### src/rtl/tick_meter.sv
// Measures mclk cycles between tick_in strobes; registered outputs, one-cycle latency, no backpressure.
// Optional min/max tracking of reported intervals when TICK_METER_MINMAX_EN is defined.
module tick_meter #(
   parameter int CNT_WDTH = 30,
   parameter int TIMEOUT  = 1000
) (
   input  logic                mclk,
   input  logic                rst,
   input  logic                tick_in,
   input  logic                clr,
   output logic [CNT_WDTH-1:0] period,
   output logic                period_valid,
   output logic                locked,
   output logic                timeout
`ifdef TICK_METER_MINMAX_EN
   ,
   output logic [CNT_WDTH-1:0] min_period,
   output logic [CNT_WDTH-1:0] max_period
`endif
);

   typedef enum logic [1:0] {
      IDLE    = 2'd0,
      MEASURE = 2'd1,
      TOUT    = 2'd2
   } state_t;

   localparam logic [CNT_WDTH-1:0] CNT_ONE = CNT_WDTH'(1);
   localparam logic [CNT_WDTH-1:0] CNT_MAX = CNT_WDTH'(TIMEOUT);

   state_t              state_q, state_d;
   logic [CNT_WDTH-1:0] cnt_q, cnt_d;
   logic [CNT_WDTH-1:0] period_q, period_d;
   logic                pvld_q, pvld_d;
   logic                locked_q, locked_d;
   logic                tout_q, tout_d;
`ifdef TICK_METER_MINMAX_EN
   logic [CNT_WDTH-1:0] min_q, min_d;
   logic [CNT_WDTH-1:0] max_q, max_d;
`endif

   always_comb begin
      state_d  = state_q;
      cnt_d    = cnt_q;
      period_d = period_q;
      pvld_d   = 1'b0;
      locked_d = locked_q;
      tout_d   = tout_q;
`ifdef TICK_METER_MINMAX_EN
      min_d    = min_q;
      max_d    = max_q;
`endif
      if (clr) begin
         state_d  = IDLE;
         cnt_d    = '0;
         period_d = '0;
         locked_d = 1'b0;
         tout_d   = 1'b0;
`ifdef TICK_METER_MINMAX_EN
         min_d    = '1;
         max_d    = '0;
`endif
      end else begin
         case (state_q)
            IDLE: begin
               if (tick_in) begin
                  state_d = MEASURE;
                  cnt_d   = CNT_ONE;
               end
            end
            MEASURE: begin
               if (tick_in) begin
                  period_d = cnt_q;
                  pvld_d   = 1'b1;
                  locked_d = 1'b1;
                  cnt_d    = CNT_ONE;
`ifdef TICK_METER_MINMAX_EN
                  if (cnt_q < min_q) min_d = cnt_q;
                  if (cnt_q > max_q) max_d = cnt_q;
`endif
               end else if (cnt_q == CNT_MAX) begin
                  // The interval is already too long; period keeps the last good value.
                  state_d  = TOUT;
                  tout_d   = 1'b1;
                  locked_d = 1'b0;
               end else begin
                  cnt_d = cnt_q + CNT_ONE;
               end
            end
            TOUT: begin
               if (tick_in) begin
                  state_d = MEASURE;
                  cnt_d   = CNT_ONE;
               end
            end
            default: state_d = IDLE;
         endcase
      end
   end

   always_ff @(posedge mclk or negedge rst) begin
      if (!rst) begin
         state_q  <= IDLE;
         cnt_q    <= '0;
         period_q <= '0;
         pvld_q   <= 1'b0;
         locked_q <= 1'b0;
         tout_q   <= 1'b0;
`ifdef TICK_METER_MINMAX_EN
         min_q    <= '1;
         max_q    <= '0;
`endif
      end else begin
         state_q  <= state_d;
         cnt_q    <= cnt_d;
         period_q <= period_d;
         pvld_q   <= pvld_d;
         locked_q <= locked_d;
         tout_q   <= tout_d;
`ifdef TICK_METER_MINMAX_EN
         min_q    <= min_d;
         max_q    <= max_d;
`endif
      end
   end

   assign period       = period_q;
   assign period_valid = pvld_q;
   assign locked       = locked_q;
   assign timeout      = tout_q;
`ifdef TICK_METER_MINMAX_EN
   assign min_period   = min_q;
   assign max_period   = max_q;
`endif

endmodule

### config.mk
export PLATFORM = sky130hd
export DESIGN_NAME = tick_meter
export DESIGN_NICKNAME = d
export VERILOG_FILES = /design/src/rtl/tick_meter.sv
export SDC_FILE = /design/constraint.sdc
export NUM_CORES = 1
export LEC_CHECK = 0
export CELL_PAD_IN_SITES_DETAIL_PLACEMENT = 1
export CELL_PAD_IN_SITES_GLOBAL_PLACEMENT = 1
export CORE_UTILIZATION = 38
export DETAILED_ROUTE_END_ITERATION = 16
export PLACE_DENSITY = 0.84
export SLEW_MARGIN = 15
export SYNTH_ARGS = -nofsm -noshare
export SYNTH_HDL_FRONTEND = slang
export SYNTH_SLANG_ARGS = --single-unit
### constraint.sdc
create_clock -name mclk -period 3 [get_ports mclk]
set_input_delay 0.3 -clock mclk [delete_from_list [all_inputs] [get_ports mclk]]
set_output_delay 0.3 -clock mclk [all_outputs]
set_load 0.02 [all_outputs]
==> Word-level counts from Yosys, hierarchy flattened <==
Cells that the tools add are included.
{ "classes": {"add_sub_neg": 1, "n_eq_ne": 8, "mux": 24, "n_reduce_logical": 12} }
{ "ops": {"columns": ["cell", "n"], "rows": [
  ["30-bit 2-to-1 mux", 7],
  ["30-bit case mux with 2 select lines", 1],
  ["30-bit by 1-bit adder with 30-bit output, second input constant", 1],
  ["30-bit by 10-bit == test with 1-bit output, second input constant", 1],
  ["1-bit 2-to-1 mux", 11],
  ["3-bit AND reduction", 3],
  ["2-bit 2-to-1 mux", 4],
  ["3-bit != test, second input constant", 2],
  ["2-bit nonzero test", 3],
  ["3-bit nonzero test", 2],
  ["4-bit != test, second input constant", 1],
  ["2-bit case mux with 2 select lines", 1],
  ["2-bit AND reduction", 2],
  ["3-bit by 1-bit != test with 1-bit output, second input constant", 1],
  ["2-bit by 1-bit == test with 1-bit output, second input constant", 1],
  ["2-bit == test, second input constant", 1],
  ["2-bit logical NOT", 1],
  ["2-bit by 1-bit != test with 1-bit output, second input constant", 1],
  ["2-bit OR reduction", 1]
]} }
{ "word_totals": {"register_bits": 65, "wordCells": 51} }

==> Longest topological paths before layout <==
Gate-level depths: netlist of run 1.
{ "logic_depth": {"word_depth": 5, "mapped_depth": 8, "mapped_depth_nobuf": 7} }

==> Worst setup path after synthesis of run 1 <==
Ideal clock, no wire load.
{ "synth_path": {"path_type": "reg-to-reg", "start": "reg cnt_q[0]", "end": "reg cnt_q[28]", "setup_ps": 78, "arrival_time_ps": 2157, "required_time_ps": 2922, "path_slack_ps": 764, "stages_incl_launch_ff": 8, "n_path_buf": 1, "cell_sequence": "dfrtp_1 ha_1 nand3_1 or4_4 or2_0 buf_2 or4_1 a21oi_1"} }
{ "synth_via": {"elab_chain_len": 5, "elab_cells_between_ends": 8, "cone_classes": "add/sub (1); eq/ne (2); mux (4); reduce/logical (1)"} }
{ "synth_lines": {"columns": ["element", "line_no", "source"], "rows": [
  ["start, declared", "32", "logic [CNT_WDTH-1:0] cnt_q, cnt_d;"],
  ["start signal, assigned", "115", "cnt_q <= cnt_d;"],
  ["30-bit by 1-bit adder with 30-bit output", "87", "cnt_d = cnt_q + CNT_ONE;"],
  ["30-bit 2-to-1 mux", "81", "end else if (cnt_q == CNT_MAX) begin"],
  ["30-bit 2-to-1 mux", "72", "if (tick_in) begin"],
  ["30-bit case mux with 2 select lines", "64", "case (state_q)"],
  ["30-bit 2-to-1 mux", "53", "if (clr) begin"]
]} }
Parallel ways exist; a longest one is shown, timed or not. The select of a mux whose other input is x is not followed.
A chain may end at the register's enable or synchronous reset.

==> Worst setup path after layout of run 1 <==
Same ends and word-level chain as after synthesis.

==> results of run 1 <==
-- worst register-to-register path, cell delays in order, from the launching register on --
cell     delay, ps
dfrtp_1        470
ha_1           260
nand3_1        160
or4_4          560
or2_0          360
or4_1          460
a21oi_1        220
-- timing repair --
item / in CTS / in global routing
endpoints found under the setup margin: 0 / 0
hold buffers: 1 / 0
endpoints found under the hold margin: 7 / 0
-- power breakdown --
part / switching (W) / internal, W
combinational: 0.0000787 / 0.0000287
clock: 0.000372 / 0.000381
sequential: 0.00000662 / 0.000880
-- metrics by stage --
step | cell area [um^2] | total power [W] | hold slack [ps] | utilization [%] | setup slack [ps]
6_report | 3870 | 0.00175 | 519 | 46.9 | 423
5_1_grt | 3870 | 0.00181 | 533 | 46.9 | 327
4_1_cts | 3870 | 0.00177 | 524 | 46.9 | 409
3_5_place_dp | 3670 | 0.00101 | 383 | 44.4 | 506
3_3_place_gp | 3670 | 0.00101 | 378 | 44.4 | 651
2_1_floorplan | 3260 | 0.000958 | 4.41 | - | 764
-- sequential cells by signal, indices dropped and copies added (netlist names) --
name,count
period_valid,1
timeout,1
state_q,2
locked,1
cnt_q,30
period,30
-- routing by layer --
metal	global-route usage, %	wire [um]
met5	0	0
met4	8.96	176
met3	4.91	379
met2	33.3	4060
met1	28.9	4270
-- final timing paths --
path,to,slack (ps),cells after the start,from
worst max-delay path,cnt_q[28]$_DFFE_PN0P_,420,6,cnt_q[0]$_DFFE_PN0P_
worst min-delay path,locked$_DFFE_PN0P_,520,1,locked$_DFFE_PN0P_
worst max register to register,cnt_q[28]$_DFFE_PN0P_,420,6,cnt_q[0]$_DFFE_PN0P_
worst min register to register,locked$_DFFE_PN0P_,520,1,locked$_DFFE_PN0P_
max in group asynchronous,cnt_q[15]$_DFFE_PN0P_,1820,3,rst
min in group asynchronous,state_q[1]$_DFFE_PN0P_,530,2,rst
-- cell families (layout without fill, tap and decap cells) --
kind of cell / count (synthesis) / in the layout
AOI/OAI and AO/OA: 93 / 93
and+or+nand+nor: 167 / 167
xor gates and xnor gates: 5 / 5
DFF: 65 / 65
adders and majority gates: 2 / 2
buffers and inverters: 32 / 69
-- Yosys cell counts, types with 3 or more instances --
| cell type | n |
|---|---|
| nor4_1 | 7 |
| buf_4 | 4 |
| a31o_2 | 3 |
| a21oi_1 | 47 |
| dfrtp_1 | 65 |
| nor2_1 | 23 |
| nor3_1 | 3 |
| nand2_1 | 85 |
| nand4_1 | 11 |
| or3_1 | 4 |
| clkbuf_1 | 15 |
| o41ai_1 | 3 |
| and2_1 | 5 |
| inv_1 | 7 |
| xor2_1 | 3 |
| o21ai_0 | 14 |
| or4_1 | 7 |
| nand3_1 | 7 |
| o31ai_1 | 11 |
| o211ai_1 | 3 |
-- area by class of cell --
| type | count | share of cell area (%) |
|---|---|---|
| sequential | 65 | 42.0 |
| clock inverter | 7 | 1.84 |
| clock buffer | 9 | 3.20 |
| multi-input combinational | 267 | 37.4 |
| timing repair buffer | 46 | 11.5 |
| inverter | 7 | 0.678 |
| tap | 105 | 3.39 |
==> results.json, run 1 <==
{
  "synthSimpleGateAreaFrac_pct": 25.0,
  "floorplan.io_pins": 37,
  "regArea_um2": 1630,
  "netlist_area_um2": 3260,
  "power.static_leakage_nw": 1.49,
  "setup_viol": 0,
  "syn_inst": 364,
  "route.detailed.wl_per_inst_um": 17.6,
  "cp-end-kind": "flop",
  "clk_root_buffer_cell": "clkbuf_8",
  "num-fill-cells": 986,
  "synth_compound_area_share_pct": 17.4,
  "totalNegativeSetupSlack_ps": 0,
  "number_of_cts_inserted_buffers": 9,
  "clkSlewWorstSetupHoldPaths_ps": 80,
  "synth-main-ff-cell": "dfrtp_1",
  "clock_latency_ps": 360,
  "num_antenna_cells": 0,
  "io_buffer_count": 36,
  "grt_antenna_before_repair": 0,
  "crit_path_start_kind": "flop",
  "postSynthNetCount": 370,
  "hold_path.class": "flop to flop",
  "fmaxAchievable_mhz": 388,
  "detail_route.vias_per_cell": 5.67,
  "worst_path_max_delay_cell": "or4_4",
  "fp-row-count": 33,
  "slew_at_the_pin_closest_to_its_max_slew_limit_ps": 758,
  "totalWireLength_mm": 8.89,
  "synthXorXnorAreaFrac_pct": 1.35,
  "dominant_combinational_cell_family_by_area_after_synthesis": "simple AND/OR/NAND/NOR gates",
  "multi_input_comb_area_um2": 1450,
  "synth-adder-area-share_pct": 0.769,
  "netlist_top_cells_area": "dfrtp_1, nand2_1, a21oi_1",
  "layout_common_cells": "nand2_1, dfrtp_1, a21oi_1, clkdlybuf4s50_1, nor2_1",
  "grt_max_degree": 39,
  "design.core.area_um2": 8260,
  "timing.final.crit_period_ps": 2580,
  "yosys_warnings": 0,
  "initial_utilization_pct": 39.4,
  "worstPathBufferInverterCount": 0,
  "max-slew-margin-rel_pct": 49.5,
  "drt-initial-drc-count": 156,
  "cts_tree": "built",
  "final_layout_size_suffix_gt1_share_pct": 9.23,
  "worstSetupPathType": "flop to flop",
  "number_of_setup_buffers_added_after_cts": 0,
  "dp_cells": 489,
  "slew_violations": 0,
  "commonest_non_fill_non_tap_cell_in_the_layout": "nand2_1",
  "first_global_vias": 2829,
  "critical_path_arrival_ps": 2850,
  "worst_path_cell_trace": "ha_1 -> nand3_1 -> or4_4 -> or2_0 -> or4_1 -> a21oi_1",
  "post-synth-top-area-fraction_pct": 50.0,
  "grt_first_pass_wirelength_mm": 14.5,
  "synth-seq-area-share_pct": 50.0,
  "grt_overflow": 0,
  "final.setup_skew_ps": 8.45,
  "critPathMaxFanout": 8,
  "power-per-cell-area_nw_per_um2": 451,
  "clock-sinks": 65,
  "grt_total_usage_pct": 21.5,
  "route.vias.total": 2868,
  "synth-async-reset-ratio_pct": 100,
  "synth-edff-count": 0,
  "finalHoldViolCount": 0,
  "hpwlAfterDp_mm": 6.04,
  "share_of_synthesized_area_spent_on_multiplexers_pct": 0,
  "layout.nets": 402,
  "synthesis.area_per_instance_um2": 8.94,
  "area_delta_synth_final_pct": 19.0,
  "die_w_um": 94.6,
  "grt_setup_unrepaired": "no",
  "cap_viol_max_count": 0,
  "ir_worst_vdd_uv": 230,
  "worst_ep_required_time_ps": 3270,
  "path_delay_family": "simple AND/OR/NAND/NOR gates",
  "synth_cell_type_count": 49,
  "cts_repair_resize_count": 0,
  "route.detailed.drc": 0,
  "cts-htree-levels": 3,
  "drt_pass1_iterations": 4,
  "die-area_um2": 8940,
  "synth.ff_latch_count": 65,
  "min_period_over_period_pct": 85.9,
  "run_status": "finished, final reports clean",
  "die_height_um": 94.6,
  "slowest_delay_ps": 560,
  "ant_nets": 0,
  "final_cells": 506,
  "post-synth-top-area-cell": "dfrtp_1",
  "ctsLongestPathBuffers": 2,
  "gp_routability_congestion": 0.839
}
(Power assumes the default switching activity.)
==> run 2: changes to the inputs <==
--- a/config.mk
+++ b/config.mk
@@ -7,9 +7,9 @@
 export LEC_CHECK = 0
 export CELL_PAD_IN_SITES_DETAIL_PLACEMENT = 1
 export CELL_PAD_IN_SITES_GLOBAL_PLACEMENT = 1
-export CORE_UTILIZATION = 38
+export CORE_UTILIZATION = 43
 export DETAILED_ROUTE_END_ITERATION = 16
-export PLACE_DENSITY = 0.84
+export PLACE_DENSITY = 0.92
 export SLEW_MARGIN = 15
 export SYNTH_ARGS = -nofsm -noshare
 export SYNTH_HDL_FRONTEND = slang
==> run 2 against run 1 <==
Non-clock buffer count fell by 1. Flip-flop and latch count unchanged. Total power rose by 6.3%. Final cell count decreased by 1.6%. Maximum frequency rose by 1.7%. Sequential share of layout area is 0.18 points lower. Register-to-register slack better by 40 ps. Hold slack got worse by 490 ps. Critical path depth did not move. Via count fell by 0.42%. Core utilization grew 6.4 points. Largest power group unchanged. Highest routed layer unchanged.
==> results.json, run 2 (synthesis gave the netlist of run 1 again) <==
{
  "multi_input_comb_area_um2": 1450,
  "fmaxAchievable_mhz": 394,
  "totalWireLength_mm": 8.83,
  "power.switching_w": 0.000416,
  "grt_antenna_before_repair": 0,
  "cts_repair_resize_count": 0,
  "dp_cells": 483,
  "max-slew-margin-rel_pct": 48.4,
  "place_worst_setup_slack_ps": 501,
  "clk_root_buffer_cell": "clkbuf_8",
  "io_buffer_count": 36,
  "critPathMaxFanout": 8,
  "totalNegativeSetupSlack_ps": 0,
  "min_period_over_period_pct": 84.5,
  "fp-row-count": 31,
  "drt-initial-drc-count": 131,
  "ctsLongestPathBuffers": 2,
  "final_cells": 498,
  "initial_utilization_pct": 44.6,
  "num-fill-cells": 893,
  "post_dp_cell_area_um2": 3660,
  "worst_ep_required_time_ps": 3260,
  "grt_setup_unrepaired": "no",
  "clock_latency_ps": 350,
  "regArea_um2": 1630,
  "commonest_non_fill_non_tap_cell_in_the_layout": "nand2_1",
  "clkSlewWorstSetupHoldPaths_ps": 70,
  "die_w_um": 89.0,
  "run_status": "finished, final reports clean",
  "critical_path_arrival_ps": 2800,
  "detail_route.vias_per_cell": 5.73,
  "timing.final.crit_period_ps": 2540,
  "hpwlAfterDp_mm": 6.10,
  "share_comb_of_total_power_pct": 5.7,
  "power_frac_seq_pct": 47.8,
  "ir_worst_vdd_uv": 213,
  "slew_violations": 0,
  "final.setup_skew_ps": 11.0,
  "hold_path.class": "input pin to async pin",
  "number_of_cts_inserted_buffers": 9,
  "drt_pass1_iterations": 4,
  "grt_overflow": 0,
  "power.share.switching_pct": 22.4,
  "power.static_leakage_nw": 1.51,
  "crit_path_start_kind": "flop",
  "area_delta_synth_final_pct": 19.5,
  "die_height_um": 89.0,
  "layout.nets": 401,
  "ant_nets": 0,
  "cts_tree": "built",
  "die-area_um2": 7920,
  "design.core.area_um2": 7290,
  "setup_viol": 0,
  "final_layout_size_suffix_gt1_share_pct": 8.77,
  "floorplan.io_pins": 37,
  "route.detailed.drc": 0,
  "layout_common_cells": "nand2_1, dfrtp_1, a21oi_1, clkdlybuf4s50_1, nor2_1",
  "ctsHoldBuffers": 0,
  "cap_viol_max_count": 0,
  "first_global_vias": 2894,
  "grt_max_degree": 39,
  "grt_first_pass_wirelength_mm": 14.7,
  "num_antenna_cells": 0,
  "gp_routability_congestion": 0.848,
  "worst_slack_ps": 465,
  "postLayoutCoreUtil_pct": 53.4,
  "route.detailed.wl_per_inst_um": 17.7,
  "power-per-cell-area_nw_per_um2": 477,
  "route.vias.total": 2856,
  "worstSetupPathType": "flop to flop",
  "slew_at_the_pin_closest_to_its_max_slew_limit_ps": 773,
  "finalHoldViolCount": 0,
  "p_int_w": 0.00144,
  "number_of_setup_buffers_added_after_cts": 0,
  "cp-end-kind": "flop",
  "clock-sinks": 65,
  "cts-htree-levels": 3,
  "final_design_area_no_fill_um2": 3890,
  "grt_total_usage_pct": 24.6,
  "pwr-share-clk_pct": 46.5
}
## run 2: cell types whose count changed in the layout (fill, tap and decap cells not counted), sizes merged
cell	delta
bufinv	+1
clkinv	-3
clkinvlp	-3
clkbuf	+4
dlygate4sd3	-1
## run 2: per-layer routing
layer	vias to the layer above	global-route usage, %	wire length [um]
met1	1421	32.5	4100
met2	64	40.3	4200
met5	-	0	0
li1	1352	-	-
met3	19	3.69	295
met4	0	11.0	233
## run 2: path summary, 6_finish.rpt
kind | slack (ps) | endpoint | cells past startpoint | from
max in group asynchronous | 2330 | cnt_q[14]$_DFFE_PN0P_ | 2 | rst
min in group mclk | 510 | locked$_DFFE_PN0P_ | 1 | locked$_DFFE_PN0P_
worst max-delay path | 460 | cnt_q[22]$_DFFE_PN0P_ | 6 | cnt_q[0]$_DFFE_PN0P_
worst max register to register | 460 | cnt_q[22]$_DFFE_PN0P_ | 6 | cnt_q[0]$_DFFE_PN0P_
worst min register to register | 510 | locked$_DFFE_PN0P_ | 1 | locked$_DFFE_PN0P_
worst min-delay path | 30 | period[12]$_DFFE_PN0P_ | 1 | rst
## run 2: power groups by stage
| stage | Clock [W] | Combinational (W) | Sequential [W] |
|---|---|---|---|
| finish | 0.000863 | 0.000106 | 0.000887 |
| global route | 0.000915 | 0.000118 | 0.000888 |
| CTS | 0.000873 | 0.000107 | 0.000887 |
| detailed placement | 0 | 0.000107 | 0.000904 |
| global placement | 0 | 0.000103 | 0.000903 |
| floorplan | 0 | 0.0000548 | 0.000903 |
## run 2: worst max-delay path: stages (launching register included)
cell     delay (ps)
dfrtp_1         490
ha_1            260
nand3_1         170
or4_4           550
or2_0           350
or4_1           450
a21oi_1         180
## run 2: layout make-up
| cell class | instances | area share, % |
|---|---|---|
| Multi-Input combinational cell | 267 | 37.3 |
| Sequential cell | 65 | 41.8 |
| Timing Repair Buffer | 45 | 11.2 |
| Clock buffer | 13 | 4.34 |
| Tap cell | 99 | 3.18 |
| Inverter | 7 | 0.675 |
| Clock inverter | 2 | 1.54 |
## run 2: metrics by stage
step	total power, W	hold WS [ps]
detailed placement	0.00101	422
CTS	0.00187	48.2
floorplan	0.000958	4.41
finish	0.00186	26.0
global route	0.00192	79.5
global placement	0.00101	410
==> run 3: changes to the inputs <==
==> constraint.sdc (replaced) <==
create_clock -name mclk -period 2.6 [get_ports mclk]
set_input_delay 0.26 -clock mclk [delete_from_list [all_inputs] [get_ports mclk]]
set_output_delay 0.26 -clock mclk [all_outputs]
set_load 0.02 [all_outputs]
==> run 3 against run 2 <==
Clock skew decreased by 0.79 ps. Die area is the same. Sequential power up 15%. Flip-flop and latch count did not move. Via count up 4.6%. Final area is 1.5% higher. Wire length up 7.9%. Total power increased by 14%. Critical path depth did not move. Register-to-register slack got worse by 280 ps. Non-clock buffer count up 9. Hold slack gained 390 ps. Largest cell class unchanged. Highest routed layer unchanged.
==> results.json, run 3 (synthesis gave the netlist of run 1 again) <==
{
  "grt_antenna_before_repair": 0,
  "drt_pass1_iterations": 5,
  "die_height_um": 89.0,
  "pwr-share-clk_pct": 45.4,
  "design.core.area_um2": 7290,
  "initial_utilization_pct": 44.6,
  "worst_path_max_delay_cell": "or4_4",
  "io_buffer_count": 36,
  "slew_violations": 0,
  "gp_routability_congestion": 0.872,
  "cts-htree-levels": 3,
  "power.static_leakage_nw": 1.55,
  "fmaxAchievable_mhz": 415,
  "timing.final.crit_period_ps": 2410,
  "postLayoutCoreUtil_pct": 54.2,
  "run_status": "finished, final reports clean",
  "hpwlAfterDp_mm": 6.54,
  "worst_r2r_startpoint": "cnt_q[1]$_DFFE_PN0P_",
  "die-area_um2": 7920,
  "setup_viol": 0,
  "crit_path_start_kind": "flop",
  "grt_setup_unrepaired": "no",
  "power.share.switching_pct": 22.9,
  "share_comb_of_total_power_pct": 6.3,
  "ant_nets": 0,
  "critical_path_arrival_ps": 2690,
  "drt-initial-drc-count": 117,
  "ff2ff_path_depth": 6,
  "hold_path.class": "input pin to async pin",
  "grt_first_pass_wirelength_mm": 15.7,
  "layout_common_cells": "nand2_1, dfrtp_1, a21oi_1, clkdlybuf4s50_1, nor2_1",
  "route.detailed.wl_per_inst_um": 18.8,
  "p_int_w": 0.00164,
  "grt_max_degree": 39,
  "clkSlewWorstSetupHoldPaths_ps": 70,
  "power_frac_seq_pct": 48.2,
  "totalWireLength_mm": 9.53,
  "dp_cells": 490,
  "cap_viol_max_count": 0,
  "cts_tree": "built",
  "final.setup_skew_ps": 10.2,
  "slowest_delay_ps": 560,
  "worstSetupPathType": "flop to flop",
  "first_global_vias": 3211,
  "critPathMaxFanout": 8,
  "min_period_over_period_pct": 92.8,
  "route.vias.total": 2987,
  "cp-end-kind": "flop",
  "final_layout_size_suffix_gt1_share_pct": 10.8,
  "ir_worst_vdd_uv": 348,
  "finalHoldViolCount": 0,
  "clock-sinks": 65,
  "detail_route.vias_per_cell": 5.90,
  "max-slew-margin-rel_pct": 51.0,
  "clock_latency_ps": 350,
  "commonest_non_fill_non_tap_cell_in_the_layout": "nand2_1",
  "die_w_um": 89.0,
  "floorplan.io_pins": 37,
  "power-per-cell-area_nw_per_um2": 538,
  "number_of_cts_inserted_buffers": 9,
  "layout.nets": 410,
  "num_antenna_cells": 0,
  "totalNegativeSetupSlack_ps": 0,
  "reg2reg_setup_slack_ps": 190,
  "grt_total_usage_pct": 26.7,
  "worst_ep_required_time_ps": 2870,
  "worst_path_cell_trace": "ha_1 -> nand3_1 -> or4_4 -> or2_1 -> or4_1 -> a21oi_1",
  "reg2reg_end": "cnt_q[22]$_DFFE_PN0P_",
  "num-fill-cells": 884,
  "power.switching_w": 0.000486,
  "ctsLongestPathBuffers": 2,
  "slew_at_the_pin_closest_to_its_max_slew_limit_ps": 728,
  "fp-row-count": 31,
  "route.detailed.drc": 0,
  "grt_overflow": 0,
  "clk_root_buffer_cell": "clkbuf_8",
  "area_delta_synth_final_pct": 21.3,
  "final_cells": 506
}
run 3: worst max path at each step:
stage / startpoint / endpoint / depth (start not counted)
2_1_floorplan: cnt_q[0]$_DFFE_PN0P_ / cnt_q[28]$_DFFE_PN0P_ / 7
3_3_place_gp: cnt_q[0]$_DFFE_PN0P_ / cnt_q[28]$_DFFE_PN0P_ / 6
3_5_place_dp: cnt_q[0]$_DFFE_PN0P_ / cnt_q[2]$_DFFE_PN0P_ / 7
4_1_cts: cnt_q[0]$_DFFE_PN0P_ / cnt_q[5]$_DFFE_PN0P_ / 8
5_1_grt: cnt_q[1]$_DFFE_PN0P_ / cnt_q[22]$_DFFE_PN0P_ / 6
6_report: cnt_q[1]$_DFFE_PN0P_ / cnt_q[22]$_DFFE_PN0P_ / 6
run 3: power groups by stage:
stage / logic, W / clock network, W / registers (W)
6_report: 0.000134 / 0.000965 / 0.00102
5_1_grt: 0.000149 / 0.00102 / 0.00102
4_1_cts: 0.000136 / 0.000979 / 0.00102
3_5_place_dp: 0.000129 / 0 / 0.00104
3_3_place_gp: 0.000124 / 0 / 0.00104
2_1_floorplan: 0.0000632 / 0 / 0.00104
run 3: final cells by class:
| cell class | count | area [um^2] | area share [%] |
|---|---|---|---|
| sequential | 65 | 1630 | 41.2 |
| multi-input combinational | 267 | 1450 | 36.7 |
| timing repair buffer | 54 | 505 | 12.8 |
| clock buffer | 11 | 151 | 3.83 |
| tap | 99 | 124 | 3.14 |
| clock inverter | 3 | 65.1 | 1.65 |
| inverter | 7 | 26.3 | 0.665 |
run 3: critical path, delay by kind of cell, from the launching register on:
| family | cells | cell delay (ps) |
|---|---|---|
| compound gates | 1 | 150 |
| flops | 1 | 440 |
| simple gates | 4 | 1490 |
| fa+ha+maj | 1 | 260 |
run 3: layer usage:
| layer | routed length, um | GRT usage (%) | up-vias |
|---|---|---|---|
| li1 | - | - | 1365 |
| met1 | 4050 | 31.9 | 1515 |
| met2 | 4800 | 45.1 | 76 |
| met3 | 393 | 6.19 | 31 |
| met4 | 277 | 13.7 | 0 |
| met5 | 0 | 0 | - |
run 3: stage by stage:
step | area [um^2] | total power (W) | worst slack (ps) | hold slack [ps]
after detailed placement | 3700 | 0.00117 | 32.3 | 258
final | 3950 | 0.00212 | 188 | 411
after global routing | 3950 | 0.00219 | 61.0 | 439
after floorplan | 3260 | 0.00111 | 364 | -35.6
after CTS | 3950 | 0.00214 | 89.8 | 409
after global placement | 3700 | 0.00117 | 265 | 263
run 3: repair_timing:
action                     CTS  global route
pin swaps                    1             0
gates resized for setup      0             2
hold endpoints to repair    19             0
setup buffers                1             0
hold buffers                 1             0
setup endpoints to repair    1             3
==> edit 1, RTL diff (flow settings as in run 2) <==
Put one more register stage on the output `period`, cleared by the reset. The value now appears one clock later. The other outputs are not delayed to match.
--- a/src/rtl/tick_meter.sv
+++ b/src/rtl/tick_meter.sv
@@ -124,7 +124,13 @@
       end
    end
 
-   assign period       = period_q;
+   always_ff @(posedge mclk or negedge rst) begin
+      if (!rst) begin
+         period <= '0;
+      end else begin
+         period <= period_q;
+      end
+   end
    assign period_valid = pvld_q;
    assign locked       = locked_q;
    assign timeout      = tout_q;
Check against the original RTL: not equivalent (a bounded check fails within 4 cycles, from zero or initial values and one cycle with rst low).
==> edit 1 against run 2 <==
The run now ends with negative hold slack left. Clock power rose by 11%. Sequential cell count is 30 higher. Wire length grew 17%. Setup slack better by 0.21 ns. Total power rose by 27%. Synthesized cell count grew 11%. Final area rose by 20%. Area after synthesis rose by 24%. Critical path type unchanged. Largest cell class unchanged.
==> edit 1: results (changes against run 2) <==
Outcome
Result of the run: complete, but fails checks (was finished clean). The final reports fail on negative hold slack.

Final layout
The total area of sequential cells is 2377 um2 (was 1627 um2). The area share of buffers outside the clock network is 0.09264 (was 0.1119). The net count of the finished layout came to 435 (was 401). The multi-input gate count is 273 (was 267). The total of clock buffers placed in the layout is 10 (was 13). The number of fillers in the final layout came to 1001 (was 893). The fraction of area in clock buffers and inverters is 0.04900 (was 0.05884). The total area of multi-input combinational cells came to 1484 um2 (was 1450 um2). The number of signal-net inverters in the final layout is 4 (was 7).

The count of buffers not belonging to the clock network in the layout came to 46 (was 45).

Timing
The final number of hold-violating endpoints is 10 (was 0). The worst hold slack was -0.01915 ns (was 0.02602 ns). The setup clock skew after layout is 0.01179 ns (was 0.01099 ns). The worst slew margin relative to its limit is 0.3857 (was 0.4844).

Route
The total length of routed wires is 10330 um (was 8827 um). The total vias in the final route came to 3282 (was 2856). The number of DRC markers after the initial detailed-route iteration is 207 (was 131).

Power and ir drop
The maximum resistive drop on vdd is 0.1984 mV (was 0.2133 mV).

Clock network
The clock transition at the register clock pins on the worst setup and hold paths after CTS is 0.10 ns (was 0.07 ns).

Yosys
The part of the Yosys area used for sequential elements is 0.5904 (was 0.4996). The count of distinct cell types in the synthesized netlist came to 42 (was 49). The count of state elements after synthesis is 95 (was 65). The number of nets in the synthesized netlist was 410 (was 370). The average instance area after synthesis is 9.966 um2 (was 8.944 um2).

Setup path
The end of the worst register-to-register path is cnt_q[24]$_DFFE_PN0P_ (was cnt_q[22]$_DFFE_PN0P_). The largest driver fanout on the critical path is 7 (was 8). The worst-case reg-to-reg path depth came to 7 (was 6).

The slack of the worst reg-to-reg path is 0.67 ns (was 0.46 ns). The critical-path cell with the highest stage delay is sky130_fd_sc_hd__dfrtp_1 (was sky130_fd_sc_hd__or4_4). The critical path data arrival time was 2.56 ns (was 2.80 ns). The delay contributed by the slowest stage of the critical path is 0.51 ns (was 0.55 ns).

Placement
The final weighted congestion in routability-driven placement is 0.8813 (was 0.8484). The cell total after placement is 526 (was 483).

Global route
The wire length of the first global-routing pass is 17280 um (was 14660 um). The number of global-route vias before repair is 3468 (was 2894).
==> edit 1: cell count changes after synthesis, moves of 4 or more <==
cell	before	now
sky130_fd_sc_hd__and2_1	5	1
sky130_fd_sc_hd__buf_2	2	12
sky130_fd_sc_hd__dfrtp_1	65	95
sky130_fd_sc_hd__a31oi_1	2	28
sky130_fd_sc_hd__or3_1	4	0
sky130_fd_sc_hd__o31ai_1	11	3
sky130_fd_sc_hd__nand3_1	7	17
sky130_fd_sc_hd__buf_4	4	0
sky130_fd_sc_hd__a41oi_1	0	4
sky130_fd_sc_hd__nor2_1	23	15
sky130_fd_sc_hd__o21ai_0	14	7
==> edit 1: cells by family after synthesis <==
family,Yosys count,synth area share
DFF,95,0.5904
AOI/OAI and AO/OA,101,0.1501
buffers and inverters,36,0.04102
xor gates and xnor gates,3,0.006527
adders and majority gates,2,0.006214
and+or+nand+nor,164,0.1983
muxes,3,0.007458
==> edit 1: stage by stage <==
step	hold WS, ns	instance area [um2]	setup slack (ns)
global route	0.04052	4673	0.5342
detailed placement	0.3617	4444	0.8118
global placement	0.3581	4444	0.8839
CTS	0.01403	4673	0.7058
finish	-0.01915	4673	0.6749
floorplan	0.004409	4026	0.9854
==> edit 1: layer usage <==
layer | up-vias | track usage | routed length [um] | share of wire
met3 | 17 | 0.03617 | 468 | 0.045
met4 | 0 | 0.08152 | 203 | 0.020
met2 | 100 | 0.3986 | 5345 | 0.52
met5 | - | 0 | 0 | 0
met1 | 1692 | 0.2799 | 4309 | 0.42
li1 | 1473 | - | - | -
==> edit 1: report_power, final <==
part	internal (mW)	total [mW]	leakage, nW	switching [mW]
Combinational	0.0286	0.114	0.492	0.0855
Clock	0.498	0.958	0.117	0.459
Sequential	1.29	1.29	1.32	0.00833
Total	1.81	2.37	1.93	0.553
==> edit 2, RTL diff (config.mk and constraints of run 2) <==
Made on the original files. The option `TICK_METER_MINMAX_EN` is turned on by a define.
--- a/src/rtl/tick_meter.sv
+++ b/src/rtl/tick_meter.sv
@@ -1,5 +1,7 @@
 // Measures mclk cycles between tick_in strobes; registered outputs, one-cycle latency, no backpressure.
 // Optional min/max tracking of reported intervals when TICK_METER_MINMAX_EN is defined.
+`define TICK_METER_MINMAX_EN
+
 module tick_meter #(
    parameter int CNT_WDTH = 30,
    parameter int TIMEOUT  = 1000
Formal check against the unedited RTL (old outputs only; new: max_period and min_period): equivalent (Yosys induction, for registers that start in step).
==> edit 2 against run 2 <==
Final area grew 140%. Combinational power grew to 3.8 times the old value. Largest power group is now the clock network. Critical endpoint is now min_period[10]$_DFFE_PN1P_. Critical path type unchanged. First-iteration DRC count grew to 4.0 times the old value. Wire length grew to 3.0 times the old value. Via count grew 150%. Die area grew 120%. Area after synthesis grew 130%. Total power grew 140%. Setup slack lost 0.42 ns. Sequential cell count grew 60. Core utilization grew 2.8 points. Worst hold slack gained 0.19 ns.
==> edit 2: results (changes against run 2) <==
Outcome
Result of the run: finished clean (unchanged).

Clock network
The clock buffer count from CTS is 17 (was 9). The clock network latency to the later pin of the worst-skew pair came to 0.45 ns (was 0.35 ns).

Timing
The setup clock skew after layout is 0.01388 ns (was 0.01099 ns). The worst hold slack is 0.2147 ns (was 0.02602 ns).

Global route
The largest net degree at the start of global routing is 62 (was 39). The initial antenna violation count is 1 (was 0). The overall global routing resource usage came to 0.3192 (was 0.2465). The wire length of the first global-routing pass is 43330 um (was 14660 um). The met1 capacity usage during global routing is 0.3880 (was 0.3252).

Placement
The final weighted congestion in routability-driven placement is 0.8759 (was 0.8484). The worst setup timing slack at the placement stage is 0.1922 ns (was 0.5008 ns). The cell total after placement is 1149 (was 483). The post-place instance area is 8755 um2 (was 3662 um2).

Route
The number of vias per cell came to 6.006 (was 5.735). The detailed-routed wire length on met2 was 13380 um (was 4203 um). The total length of routed wires came to 26920 um (was 8827 um).

Final layout
The number of standard cells in the final layout excluding fillers is 1183 (was 498). The share of final-layout standard cells stronger than drive strength 1 was 0.1206 (was 0.08772). The net count of the finished layout is 1014 (was 401).

Yosys
The share of synthesized area spent on multiplexers is 0.08213 (was 0). The number of nets in the synthesized netlist was 913 (was 370). Top post-synthesis cells by area: sky130_fd_sc_hd__dfrtp_1, sky130_fd_sc_hd__dfstp_2, sky130_fd_sc_hd__ha_1, sky130_fd_sc_hd__mux2i_1, sky130_fd_sc_hd__nand2_1 (was sky130_fd_sc_hd__dfrtp_1, sky130_fd_sc_hd__nand2_1, sky130_fd_sc_hd__a21oi_1, sky130_fd_sc_hd__nor2_1, sky130_fd_sc_hd__o31ai_1). The XOR/XNOR share of the synthesized area was 0.004712 (was 0.01345).

Worst hold path
The path category of the worst min-delay check is input pin to flip-flop (was input pin to asynchronous set/reset pin).

Setup path
The critical path data arrival time came to 3.28 ns (was 2.80 ns). The largest driver fanout on the critical path is 22 (was 8). The critical-path cell with the highest stage delay is sky130_fd_sc_hd__dfstp_2 (was sky130_fd_sc_hd__or4_4).

Power and ir drop
The power dissipated in sequential cells is 1.78 mW (was 887 uW). The leakage power total came to 4.393 nW (was 1.513 nW).
edit 2: cell types whose count changed in the layout (fill, tap and decap cells not counted), moves of 58 or more:
cell                                     run 2  this run
sky130_fd_sc_hd__ha_1                        2        61
sky130_fd_sc_hd__nor2_1                     23        90
sky130_fd_sc_hd__mux2i_1                     0        61
sky130_fd_sc_hd__clkdlybuf4s50_1            35        94
sky130_fd_sc_hd__inv_1                       7        65
sky130_fd_sc_hd__nand2_1                    85       157
edit 2: repair_timing:
action | CTS | global route
gates resized for setup | 0 | 1
hold buffers | 1 | 0
endpoints found under the hold margin | 25 | 0
setup endpoints to repair | 0 | 4
edit 2: cell type report:
class / instances / area (um2) / share of cell area
inverter: 66 / 247.7 / 0.02634
tap: 220 / 275.3 / 0.02926
timing repair buffer: 137 / 1289 / 0.1370
clock buffer: 19 / 442.9 / 0.04709
sequential: 125 / 3166 / 0.3365
multi-input combinational: 602 / 3794 / 0.4033
antenna: 1 / 2.502 / 0.0002660
clock inverter: 13 / 190.2 / 0.02022
